$ cat src/rtl/down_timer_pkg.sv
// Shared state encodings and mode constants for the down-counting interval timer.
package down_timer_pkg;

   typedef enum logic [1:0] {
      ST_IDLE = 2'd0,
      ST_RUN  = 2'd1,
      ST_DONE = 2'd2
   } timer_state_e;

   localparam logic MODE_ONESHOT  = 1'b0;
   localparam logic MODE_PERIODIC = 1'b1;

endpackage

$ cat src/rtl/down_timer_tick_prescaler.sv
// Prescaler for the down timer: one tick every prescale+1 cycles while run is high.
module tick_prescaler #(
   parameter int PRESCALE_W = 8
) (
   input  logic                  clock,
   input  logic                  clear_n,
   input  logic                  run,
   input  logic [PRESCALE_W-1:0] prescale,
   output logic                  tick
);

   logic [PRESCALE_W-1:0] presc_cnt;

   // prescale is compared live, so shrinking it mid-count ticks immediately
   assign tick = run && (presc_cnt >= prescale);

   always_ff @(posedge clock or negedge clear_n) begin
      if (!clear_n) begin
         presc_cnt <= '0;
      end else if (!run || tick) begin
         presc_cnt <= '0;
      end else begin
         presc_cnt <= presc_cnt + PRESCALE_W'(1);
      end
   end

endmodule

$ cat src/rtl/down_timer.sv
// Loadable down-counting timer with one-shot / periodic modes and terminal-count flags.
//  state   | meaning
//  IDLE    | stopped; load and start accepted
//  RUN     | counting down on prescaled ticks
//  DONE    | one-shot finished; done held until load or restart
module down_timer
   import down_timer_pkg::*;
#(
   parameter int WIDTH      = 4,
   parameter int PRESCALE_W = 8
) (
   input  logic                  clock,
   input  logic                  clear_n,
   input  logic                  load,
   input  logic [WIDTH-1:0]      load_value,
   input  logic                  start,
   input  logic                  stop,
   input  logic                  mode,
   input  logic [PRESCALE_W-1:0] prescale,
   output logic [WIDTH-1:0]      count,
   output logic                  busy,
   output logic                  tc_pulse,
   output logic                  done
);

   timer_state_e     state;
   logic [WIDTH-1:0] reload;
   logic [WIDTH-1:0] eff_count;
   logic             tick;

   assign eff_count = load ? load_value : count;

   tick_prescaler #(.PRESCALE_W(PRESCALE_W)) u_presc (
      .clock    (clock),
      .clear_n  (clear_n),
      .run      (state == ST_RUN),
      .prescale (prescale),
      .tick     (tick)
   );

   always_ff @(posedge clock or negedge clear_n) begin
      if (!clear_n) begin
         state    <= ST_IDLE;
         count    <= '0;
         reload   <= '0;
         busy     <= 1'b0;
         tc_pulse <= 1'b0;
         done     <= 1'b0;
      end else begin
         tc_pulse <= 1'b0;
         case (state)
            ST_IDLE, ST_DONE: begin
               if (load) begin
                  count  <= load_value;
                  reload <= load_value;
                  done   <= 1'b0;
               end
               if (start && !stop && (eff_count != '0)) begin
                  state <= ST_RUN;
                  busy  <= 1'b1;
                  done  <= 1'b0;
               end
            end
            ST_RUN: begin
               // a load while running only retargets the next periodic reload
               if (load) begin
                  reload <= load_value;
               end
               if (stop) begin
                  state <= ST_IDLE;
                  busy  <= 1'b0;
               end else if (tick) begin
                  if (count > WIDTH'(1)) begin
                     count <= count - WIDTH'(1);
                  end else begin
                     tc_pulse <= 1'b1;
                     if ((mode == MODE_PERIODIC) && (reload != '0)) begin
                        count <= reload;
                     end else begin
                        count <= '0;
                        state <= ST_DONE;
                        busy  <= 1'b0;
                        done  <= 1'b1;
                     end
                  end
               end
            end
            default: begin
               state <= ST_IDLE;
               busy  <= 1'b0;
            end
         endcase
      end
   end

endmodule

$ cat config.mk
export PLATFORM = sky130hd
export DESIGN_NAME = down_timer
export DESIGN_NICKNAME = d
export VERILOG_FILES = /design/src/rtl/down_timer_pkg.sv /design/src/rtl/down_timer_tick_prescaler.sv /design/src/rtl/down_timer.sv
export SDC_FILE = /design/constraint.sdc
export NUM_CORES = 1
export LEC_CHECK = 0
export ABC_AREA = 0
export CORE_MARGIN = 4
export CORE_UTILIZATION = 50
export DETAILED_ROUTE_END_ITERATION = 12
export DONT_BUFFER_PORTS = 1
export PLACE_DENSITY = 0.67
export SYNTH_ARGS = -nofsm -noshare
export SYNTH_HDL_FRONTEND = slang
export SYNTH_SLANG_ARGS = --single-unit
$ cat constraint.sdc
create_clock -name clock -period 3.1 [get_ports clock]
set_input_delay 0.465 -clock clock [delete_from_list [all_inputs] [get_ports clock]]
set_output_delay 0.465 -clock clock [all_outputs]
set_load 0.02 [all_outputs]
==> flow_summary.yaml, run 1 <==
outcome:
  run_status: "finished clean"
logic_synthesis:
  syn_area_mm2: 0.00132
  postSynthAreaPerCell_um2: 9.79
  synthesis.nets: 164
  synthesis.instances: 135
  synth_area_leader_cell: "dfrtp_1"
  ys_types: 37
  synth_top_area_share_pct: 39.8
  ys_seq_area_share_pct: 39.8
  ys_warn_count: 0
  ys_ff_latch: 21
  synth_area_leaders: "dfrtp_1 40%, ha_1 10%, inv_1 4.3%"
route:
  wl_um: 2400
  drtPass1Iterations: 4
  drc: 0
  vias: 969
  wl_per_cell_um: 14.4
  ant_nets: 0
  via_per_inst: 5.80
  drtIter0Drc: 22
floorplanning:
  initial_core_util_pct: 52.9
  placement_rows: 18
  core_mm2: 0.00250
  ios: 25
  fp.dieH_um: 59.4
  die_w_um: 59.4
  die_area_mm2: 0.00353
power_and_ir_drop:
  internal-power_mw: 0.509
  clockPowerShare_pct: 14.5
  comb_power_share_pct: 33.0
  power.switching_mw: 0.328
  power_frac_seq_pct: 52.5
  p_leak_nw: 0.642
  irDropWorstVdd_v: 0.000395
  power_mw: 0.837
  p_sw_share_pct: 39.2
  power_density_mw_per_mm2: 609
run:
  cap_violations: 0
clocking:
  clkTransAtPathRegs_ps: 110
  tritoncts: "yes"
  cts_made_buffers: 3
  post_cts_resize_count: 0
  clk_latency_ps: 290
  htreeDepth: 1
  cts-root-buf: "clkbuf_4"
  cts_buffer_depth: 2
  clock-sinks: 21
sta:
  setup_viol: 0
  finClkSkew_ps: 5.55
  drv_slew: 0
  period_share_pct: 62.6
  clock.fmax_mhz: 515
  finalSetupTns_ps: 0
  slew_headroom_pct: 40.4
  max_slew.worst_pin.slew_ps: 892
  rsz0062_at_grt: "no"
  hold_violations: 0
  finalCriticalPeriod_ps: 1940
worst_hold_path:
  min-delay-path-class: "in -> reg"
final_layout:
  design_area_mm2: 0.00137
  regArea_um2: 526
  syn_to_final_growth_pct: 3.98
  multi_input_area_um2: 718
  fin_nets: 167
  fillCellCount: 256
  antennaDiodeCount: 0
  layout-drive-gt1-share_pct: 10.2
worst_setup_path:
  path_max_fanout: 5
  worstSetupPathType: "reg -> reg"
  required_ps: 3260
  arrival_ps: 2100
  crit_path_end_kind: "flip-flop"
  cp_top_family: "compound AO/OA/AOI/OAI gates"
  critPathMaxStageDelay_ps: 420
  startpoint_type: "flip-flop"
  path_cells: "inv_1 > ha_1 > nand2b_1 > a2111o_1 > a21oi_2 > a21oi_1 > a2bb2oi_1"
  path_buf_inv: 1
  slowest_stage: "dfrtp_1"
grt:
  gr-usage-all-layers_pct: 15.6
  antenna_found_initial: 0
  grt_pass1_wl_um: 4230
  grt_max_degree: 22
  grt.overflow.total: 0
  grt_pass1_vias: 952
placement:
  place_congestion: 0.784
  dpl_cell_area_mm2: 0.00134
  io_buffers: 0
## synthesized netlist by cell type
library cell and count:
and4b_1 1, xor2_1 4, nand2b_2 1, nand4_1 1, o31a_1 2, o2111ai_2 1
ha_1 11, nand2b_1 4, o21ai_1 1, nand2_1 3, inv_1 15, a2bb2oi_1 4
xnor2_1 2, o41a_1 1, o21ai_0 6, a2111o_1 1, nand3b_1 4, mux2_2 5
a21o_1 1, o2bb2ai_1 1, buf_6 1, nor2_1 12, a21oi_2 1, a21boi_0 2
nand3_1 5, a311o_1 1, nor4_1 1, or4_4 1, nor3_1 2, o31ai_1 4
dfrtp_1 21, nor3_2 1, a31oi_1 1, a21oi_1 6, buf_2 2, nor2_2 1
and3_1 4
## power groups by stage
stage / clock (mW) / sequential, mW / combinational, mW
after floorplan: 0 / 0.423 / 0.240
after global routing: 0.142 / 0.451 / 0.316
final: 0.122 / 0.439 / 0.276
after global placement: 0 / 0.444 / 0.263
after detailed placement: 0 / 0.446 / 0.272
after CTS: 0.130 / 0.440 / 0.279
## stage by stage
step           util, %  setup WS [ps]  hold slack [ps]  std cells
3_3_place_gp      53.5           1170              170        162
2_1_floorplan        -           1280              169        135
3_5_place_dp      53.5           1140              170        162
4_1_cts           55.0           1140              313        167
6_report          55.0           1160              326        167
5_1_grt           55.0            965              303        167
## routing by layer
metal,vias up,wire length (µm),global-route usage (%)
li1,484,-,-
met1,465,1100,20.4
met2,18,1180,26.4
met3,2,101,2.83
met4,0,18,3.88
met5,-,0,0
## cell type report
| cell class | count | area share, % |
|---|---|---|
| multi-input combinational | 96 | 52.3 |
| sequential | 21 | 38.3 |
| inverter | 15 | 4.10 |
| tap | 30 | 2.73 |
| clock buffer | 4 | 1.91 |
| timing repair buffer | 1 | 0.729 |
## flip-flops by register name (all words and copies together), names as in the netlist
name               count
done                   1
count                  4
u_presc.presc_cnt      8
reload                 4
tc_pulse               1
state                  2
busy                   1
## placed cells by master, fill, tap and decap left out, types with 2 or more instances in the layout
cell,count
clkbuf_4,3
xor2_1,4
a21oi_1,6
nand3b_1,4
nand2b_1,4
nor2_1,12
xnor2_1,2
nand2_1,3
mux2_2,5
o21ai_0,6
o31ai_1,4
inv_1,15
a2bb2oi_1,4
nor3_1,2
dfrtp_1,21
nand3_1,5
ha_1,11
a21boi_0,2
o31a_1,2
and3_1,4
## repair_timing
item | in CTS | in global routing
setup buffers | 0 | 0
setup endpoints to repair | 0 | 0
endpoints found under the hold margin | 21 | 0
hold buffers | 1 | 0
## kinds of logic after synthesis
group | after synthesis | share of synthesized area [%]
AO/OA/AOI/OAI | 33 | 18.3
adder cells (fa/ha/maj) | 11 | 10.4
AND/OR/NAND/NOR | 41 | 17.4
multiplexers | 5 | 4.26
flip-flops | 21 | 39.8
buffers and inverters | 18 | 5.87
XOR/XNOR | 6 | 3.98
## worst paths after layout
path	slack (ps)	cells past startpoint	startpoint	to
max	1160	7	u_presc.presc_cnt[0]	count[2]
min	330	1	load_value[3]	reload[3]
max reg2reg	1160	7	u_presc.presc_cnt[0]	count[2]
min reg2reg	510	1	u_presc.presc_cnt[0]	u_presc.presc_cnt[0]
max in group asynchronous	1820	1	clear_n	u_presc.presc_cnt[5]
min in group asynchronous	740	1	clear_n	busy
Note: power is estimated with default switching activity, not from simulation.
==> run 2: changes to the inputs <==
==> constraint.sdc (replaced) <==
create_clock -name clock -period 1.85 [get_ports clock]
set_input_delay 0.2775 -clock clock [delete_from_list [all_inputs] [get_ports clock]]
set_output_delay 0.2775 -clock clock [all_outputs]
set_load 0.02 [all_outputs]
==> run 2 against run 1 <==
Fmax is 2.4% higher. Power increased by 88%. Critical endpoint is now busy. Via count rose by 5.7%. Wire length rose by 9.1%. The flow now finishes with violations (setup timing). Register-to-register slack got worse by 1200 ps. Largest cell class unchanged. Global-route usage grew 0.084 points. Worst setup slack got worse by 1200 ps. Clock power increased by 77%.
==> flow_summary.yaml, run 2 (synthesized netlist as in run 1, its figures left out) <==
outcome:
  run_status: "finished with violations"
  violations: "setup timing"
sta:
  setup_viol: 8
  fin_ws_ps: -43.8
  hold_violations: 0
  finalSetupTns_ps: -193
  max_slew.worst_pin.slew_ps: 923
  finalCriticalPeriod_ps: 1890
  period_share_pct: 102
  clock.fmax_mhz: 528
  hold-worst-slack_ps: 119
  finClkSkew_ps: 3.38
  rsz0062_at_grt: "yes"
  drv_slew: 0
  slew_headroom_pct: 38.3
final_layout:
  fillCellCount: 226
  largest_register_ffs: 8
  reg_top3: "u_presc.presc_cnt (8), count (4), reload (4)"
  final_common_cell: "dfrtp_1"
  fin_nets: 174
  largest-register: "u_presc.presc_cnt"
  mostFrequentLayoutCells: "20 x dfrtp_1, 15 x inv_1, 11 x ha_1"
  design_area_mm2: 0.00151
  antennaDiodeCount: 0
  layout-drive-gt1-share_pct: 25.0
  syn_to_final_growth_pct: 14.4
  fin_cells: 174
worst_setup_path:
  arrival_ps: 2140
  r2r-start: "u_presc.presc_cnt[0]"
  path_depth: 7
  startpoint_type: "flip-flop"
  cp_common_cell: "nand2b_4"
  crit_path_end_kind: "flip-flop"
  path_cells: "inv_1 > ha_1 > nand2b_4 > a2111o_1 > a21oi_4 > nand2b_4 > o31a_1"
  required_ps: 2100
  path_max_fanout: 5
  path_buf_inv: 1
  critPathMaxStageDelay_ps: 400
  r2r_cells: 7
  slowest_stage: "a2111o_1"
  ff2ff_setup_slack_ps: -40
  rr_endpoint: "busy"
  worstSetupPathType: "reg -> reg"
  cp_top_family: "compound AO/OA/AOI/OAI gates"
route:
  wl_met2_um: 1330
  wl_met3_um: 103
  ant_nets: 0
  top_layer: "met4"
  drtPass1Iterations: 4
  wl_per_cell_um: 15.0
  drtIter0Drc: 26
  met1_length_um: 1170
  drc: 0
  wl_um: 2620
  via_per_inst: 5.89
  vias: 1024
floorplanning:
  die_w_um: 59.4
  core_mm2: 0.00250
  die_area_mm2: 0.00353
  initial_core_util_pct: 52.9
  placement_rows: 18
  ios: 25
  fp.dieH_um: 59.4
power_and_ir_drop:
  power_frac_seq_pct: 44.7
  irDropWorstVdd_v: 0.000701
  p_sw_share_pct: 39.8
  p_leak_nw: 0.705
  clockPowerShare_pct: 13.7
  comb_power_share_pct: 41.5
  power_density_mw_per_mm2: 1040
  internal-power_mw: 0.947
  power.switching_mw: 0.625
placement:
  hpwl_um: 1930
  dp.cells: 169
  dpl_cell_area_mm2: 0.00139
  place_congestion: 0.828
  io_buffers: 0
clocking:
  clkTransAtPathRegs_ps: 110
  clk_latency_ps: 300
  htreeDepth: 1
  cts_made_buffers: 3
  cts_buffer_depth: 2
  clock-sinks: 21
  tritoncts: "yes"
  cts-root-buf: "clkbuf_4"
grt:
  grt_pass1_wl_um: 4280
  antenna_found_initial: 0
  grt_max_degree: 22
  gr-usage-all-layers_pct: 15.7
  grt_pass1_vias: 1005
  grt.overflow.total: 0
worst_hold_path:
  whs_path_depth: 1
  min-delay-path-class: "in -> reg"
  min_to: "reload[0]"
  hold_start: "load_value[0]"
run:
  cap_violations: 0
## run 2: changes by cell type in the layout (fill, tap and decap cells not counted), sizes merged
cell  change
buf       +7
## run 2: per-layer routing
metal  vias to the layer above  GRT usage [%]
met5                         -              0
met4                         0           4.85
met3                         2           3.05
met2                        26           26.8
met1                       494           19.7
li1                        502              -
## run 2: per-stage QoR
step	worst slack (ps)	power, mW	utilization (%)
after floorplan	91.9	1.11	-
after global placement	33.1	1.25	55.6
after detailed placement	-15.8	1.27	55.6
after CTS	-25.0	1.50	57.5
after global routing	-112	1.68	60.5
final	-43.8	1.57	60.5
## run 2: how the worst max path moves through the flow
stage	start	to	slack, ps
floorplan	u_presc.presc_cnt[0]	count[0]	90
global placement	u_presc.presc_cnt[0]	count[1]	30
detailed placement	u_presc.presc_cnt[0]	count[2]	-20
CTS	u_presc.presc_cnt[0]	u_presc.presc_cnt[7]	-20
global route	u_presc.presc_cnt[0]	busy	-110
finish	u_presc.presc_cnt[0]	busy	-40
## run 2: final cells by class
cell class | instances | area (µm²) | share of cell area (%)
multi-input combinational | 96 | 802 | 53.1
tap | 30 | 37.5 | 2.48
inverter | 15 | 56.3 | 3.73
clock buffer | 4 | 26.3 | 1.74
timing repair buffer | 8 | 62.6 | 4.14
sequential | 21 | 527 | 34.9
## run 2: power groups by stage
stage | logic, mW | registers (mW) | clock network, mW
floorplan | 0.402 | 0.709 | 0
global placement | 0.563 | 0.691 | 0
detailed placement | 0.573 | 0.694 | 0
CTS | 0.593 | 0.687 | 0.224
global route | 0.723 | 0.719 | 0.237
finish | 0.653 | 0.703 | 0.216
## run 2: repair_timing
action,in CTS,in global routing
gates resized for setup,2,19
endpoints found under the setup margin,12,17
hold buffers,1,0
pin swaps,0,11
setup buffers,0,0
hold endpoints to repair,21,0
==> run 3: changes to the inputs <==
--- a/config.mk
+++ b/config.mk
@@ -10,7 +10,7 @@
 export CORE_UTILIZATION = 50
 export DETAILED_ROUTE_END_ITERATION = 12
 export DONT_BUFFER_PORTS = 1
-export PLACE_DENSITY = 0.67
+export PLACE_DENSITY_LB_ADDON = 0.2
 export SYNTH_ARGS = -nofsm -noshare
 export SYNTH_HDL_FRONTEND = slang
 export SYNTH_SLANG_ARGS = --single-unit
==> constraint.sdc (replaced) <==
create_clock -name clock -period 2.2 [get_ports clock]
set_input_delay 0.33 -clock clock [delete_from_list [all_inputs] [get_ports clock]]
set_output_delay 0.33 -clock clock [all_outputs]
set_load 0.02 [all_outputs]
==> run 3 against run 2 <==
Fmax decreased by 1.6%. Sequential power decreased by 12%. Count of clock-buffer cells in the layout did not move. The run now ends clean. Power shrank 24%. Highest routed layer unchanged. Global-route usage rose by 0.58 points. Critical path type unchanged. Combinational power shrank 39%. Flip-flop and latch count is the same. Register-to-register slack gained 320 ps. Worst setup slack improved by 320 ps. Clock power fell by 15%. Via count shrank 2.4%.
==> flow_summary.yaml, run 3 (synthesized netlist as in run 1, its figures left out) <==
route:
  wl_met3_um: 131
  drtPass1Iterations: 4
  via_per_inst: 5.98
  ant_nets: 0
  wl_met2_um: 1230
  drc: 0
  wl_um: 2530
  vias: 999
  top_layer: "met4"
  wl_per_cell_um: 15.2
  met1_length_um: 1120
  drtIter0Drc: 31
clocking:
  cts_setup_buffers: 0
  tritoncts: "yes"
  cts_buffer_depth: 2
  clock-sinks: 21
  clk_latency_ps: 310
  cts-root-buf: "clkbuf_4"
  cts_made_buffers: 3
  htreeDepth: 1
  clkTransAtPathRegs_ps: 110
worst_setup_path:
  path_cells: "inv_1 > ha_1 > nand2b_1 > a2111o_1 > a21oi_2 > nand2b_1 > nor2_1"
  required_ps: 2430
  worstSetupPathType: "reg -> reg"
  cp_common_cell: "nand2b_1"
  crit_path_end_kind: "flip-flop"
  path_max_fanout: 8
  arrival_ps: 2160
  slowest_stage: "dfrtp_1"
  startpoint_type: "flip-flop"
  ff2ff_setup_slack_ps: 280
  critPathMaxStageDelay_ps: 420
run:
  cap_violations: 0
outcome:
  run_status: "finished clean"
sta:
  rsz0062_at_grt: "no"
  finalSetupTns_ps: 0
  setup_viol: 0
  max_slew.worst_pin.slew_ps: 924
  finClkSkew_ps: 9.99
  drv_slew: 0
  fin_ws_ps: 275
  finalCriticalPeriod_ps: 1920
  clock.fmax_mhz: 520
  hold-worst-slack_ps: 163
  period_share_pct: 87.5
  hold_violations: 0
  slew_headroom_pct: 38.2
final_layout:
  largest-register: "u_presc.presc_cnt"
  fin_nets: 167
  layout-drive-gt1-share_pct: 10.2
  final_common_cell: "dfrtp_1"
  syn_to_final_growth_pct: 3.98
  mostFrequentLayoutCells: "21 x dfrtp_1, 15 x inv_1, 12 x nor2_1"
  antennaDiodeCount: 0
  reg_top3: "u_presc.presc_cnt (8), count (4), reload (4)"
  post-route-util_pct: 55.0
  largest_register_ffs: 8
worst_hold_path:
  min-delay-path-class: "in -> reg"
floorplanning:
  ios: 25
  placement_rows: 18
  die_area_mm2: 0.00353
  initial_core_util_pct: 52.9
  core_mm2: 0.00250
  fp.dieH_um: 59.4
  die_w_um: 59.4
power_and_ir_drop:
  power_density_mw_per_mm2: 875
  p_leak_nw: 0.642
  irDropWorstVdd_v: 0.000561
grt:
  grt.overflow.total: 0
  grt_pass1_wl_um: 4360
  antenna_found_initial: 0
  grt_max_degree: 22
  gr-usage-all-layers_pct: 16.2
  grt_pass1_vias: 1065
placement:
  place_ws_ps: 270
  hpwl_um: 2020
  io_buffers: 0
  place_congestion: 0.813
-- run 3: cell type report --
type / instances / area (µm²)
clock buffers: 4 / 26.3
fillers: 231 / 1130
inverters: 15 / 56.3
multi-input cells: 96 / 718
flip-flops and latches: 21 / 526
well taps: 30 / 37.5
repair buffers: 1 / 10.0
-- run 3: final timing paths --
kind | start | end | depth (start not counted)
worst min register to register | u_presc.presc_cnt[0] | u_presc.presc_cnt[0] | 1
worst max-delay path | u_presc.presc_cnt[0] | u_presc.presc_cnt[3] | 7
min in group asynchronous | clear_n | reload[0] | 1
max in group asynchronous | clear_n | u_presc.presc_cnt[0] | 1
worst max register to register | u_presc.presc_cnt[0] | u_presc.presc_cnt[3] | 7
worst min-delay path | load_value[0] | reload[0] | 1
-- run 3: report_power, final --
part | switching [mW] | internal [mW]
sequential | 0.165 | 0.453
combinational | 0.205 | 0.195
clock | 0.113 | 0.0708
-- run 3: per-layer routing --
layer	track usage, %	up-vias
met5	0	-
met1	18.6	479
met3	3.27	5
met4	6.80	0
li1	-	489
met2	29.0	26
-- run 3: timing repair --
item | CTS | global route
hold buffers | 1 | 0
resized for setup | 0 | 0
endpoints found under the hold margin | 21 | 0
-- run 3: metrics by stage --
step	instance area, µm²	instances	total power, mW
floorplan	1320	135	0.934
global placement	1340	162	0.997
detailed placement	1340	162	1.01
CTS	1370	167	1.21
global route	1370	167	1.29
finish	1370	167	1.20
-- run 3: worst max-delay path, delay by kind of cell, from the launching register on --
kind / cells / cell delay [ps]
AO/OA/AOI/OAI: 2 / 610
AND/OR/NAND/NOR: 3 / 510
flip-flops: 1 / 420
adder cells (fa/ha/maj): 1 / 260
buffers and inverters: 1 / 60
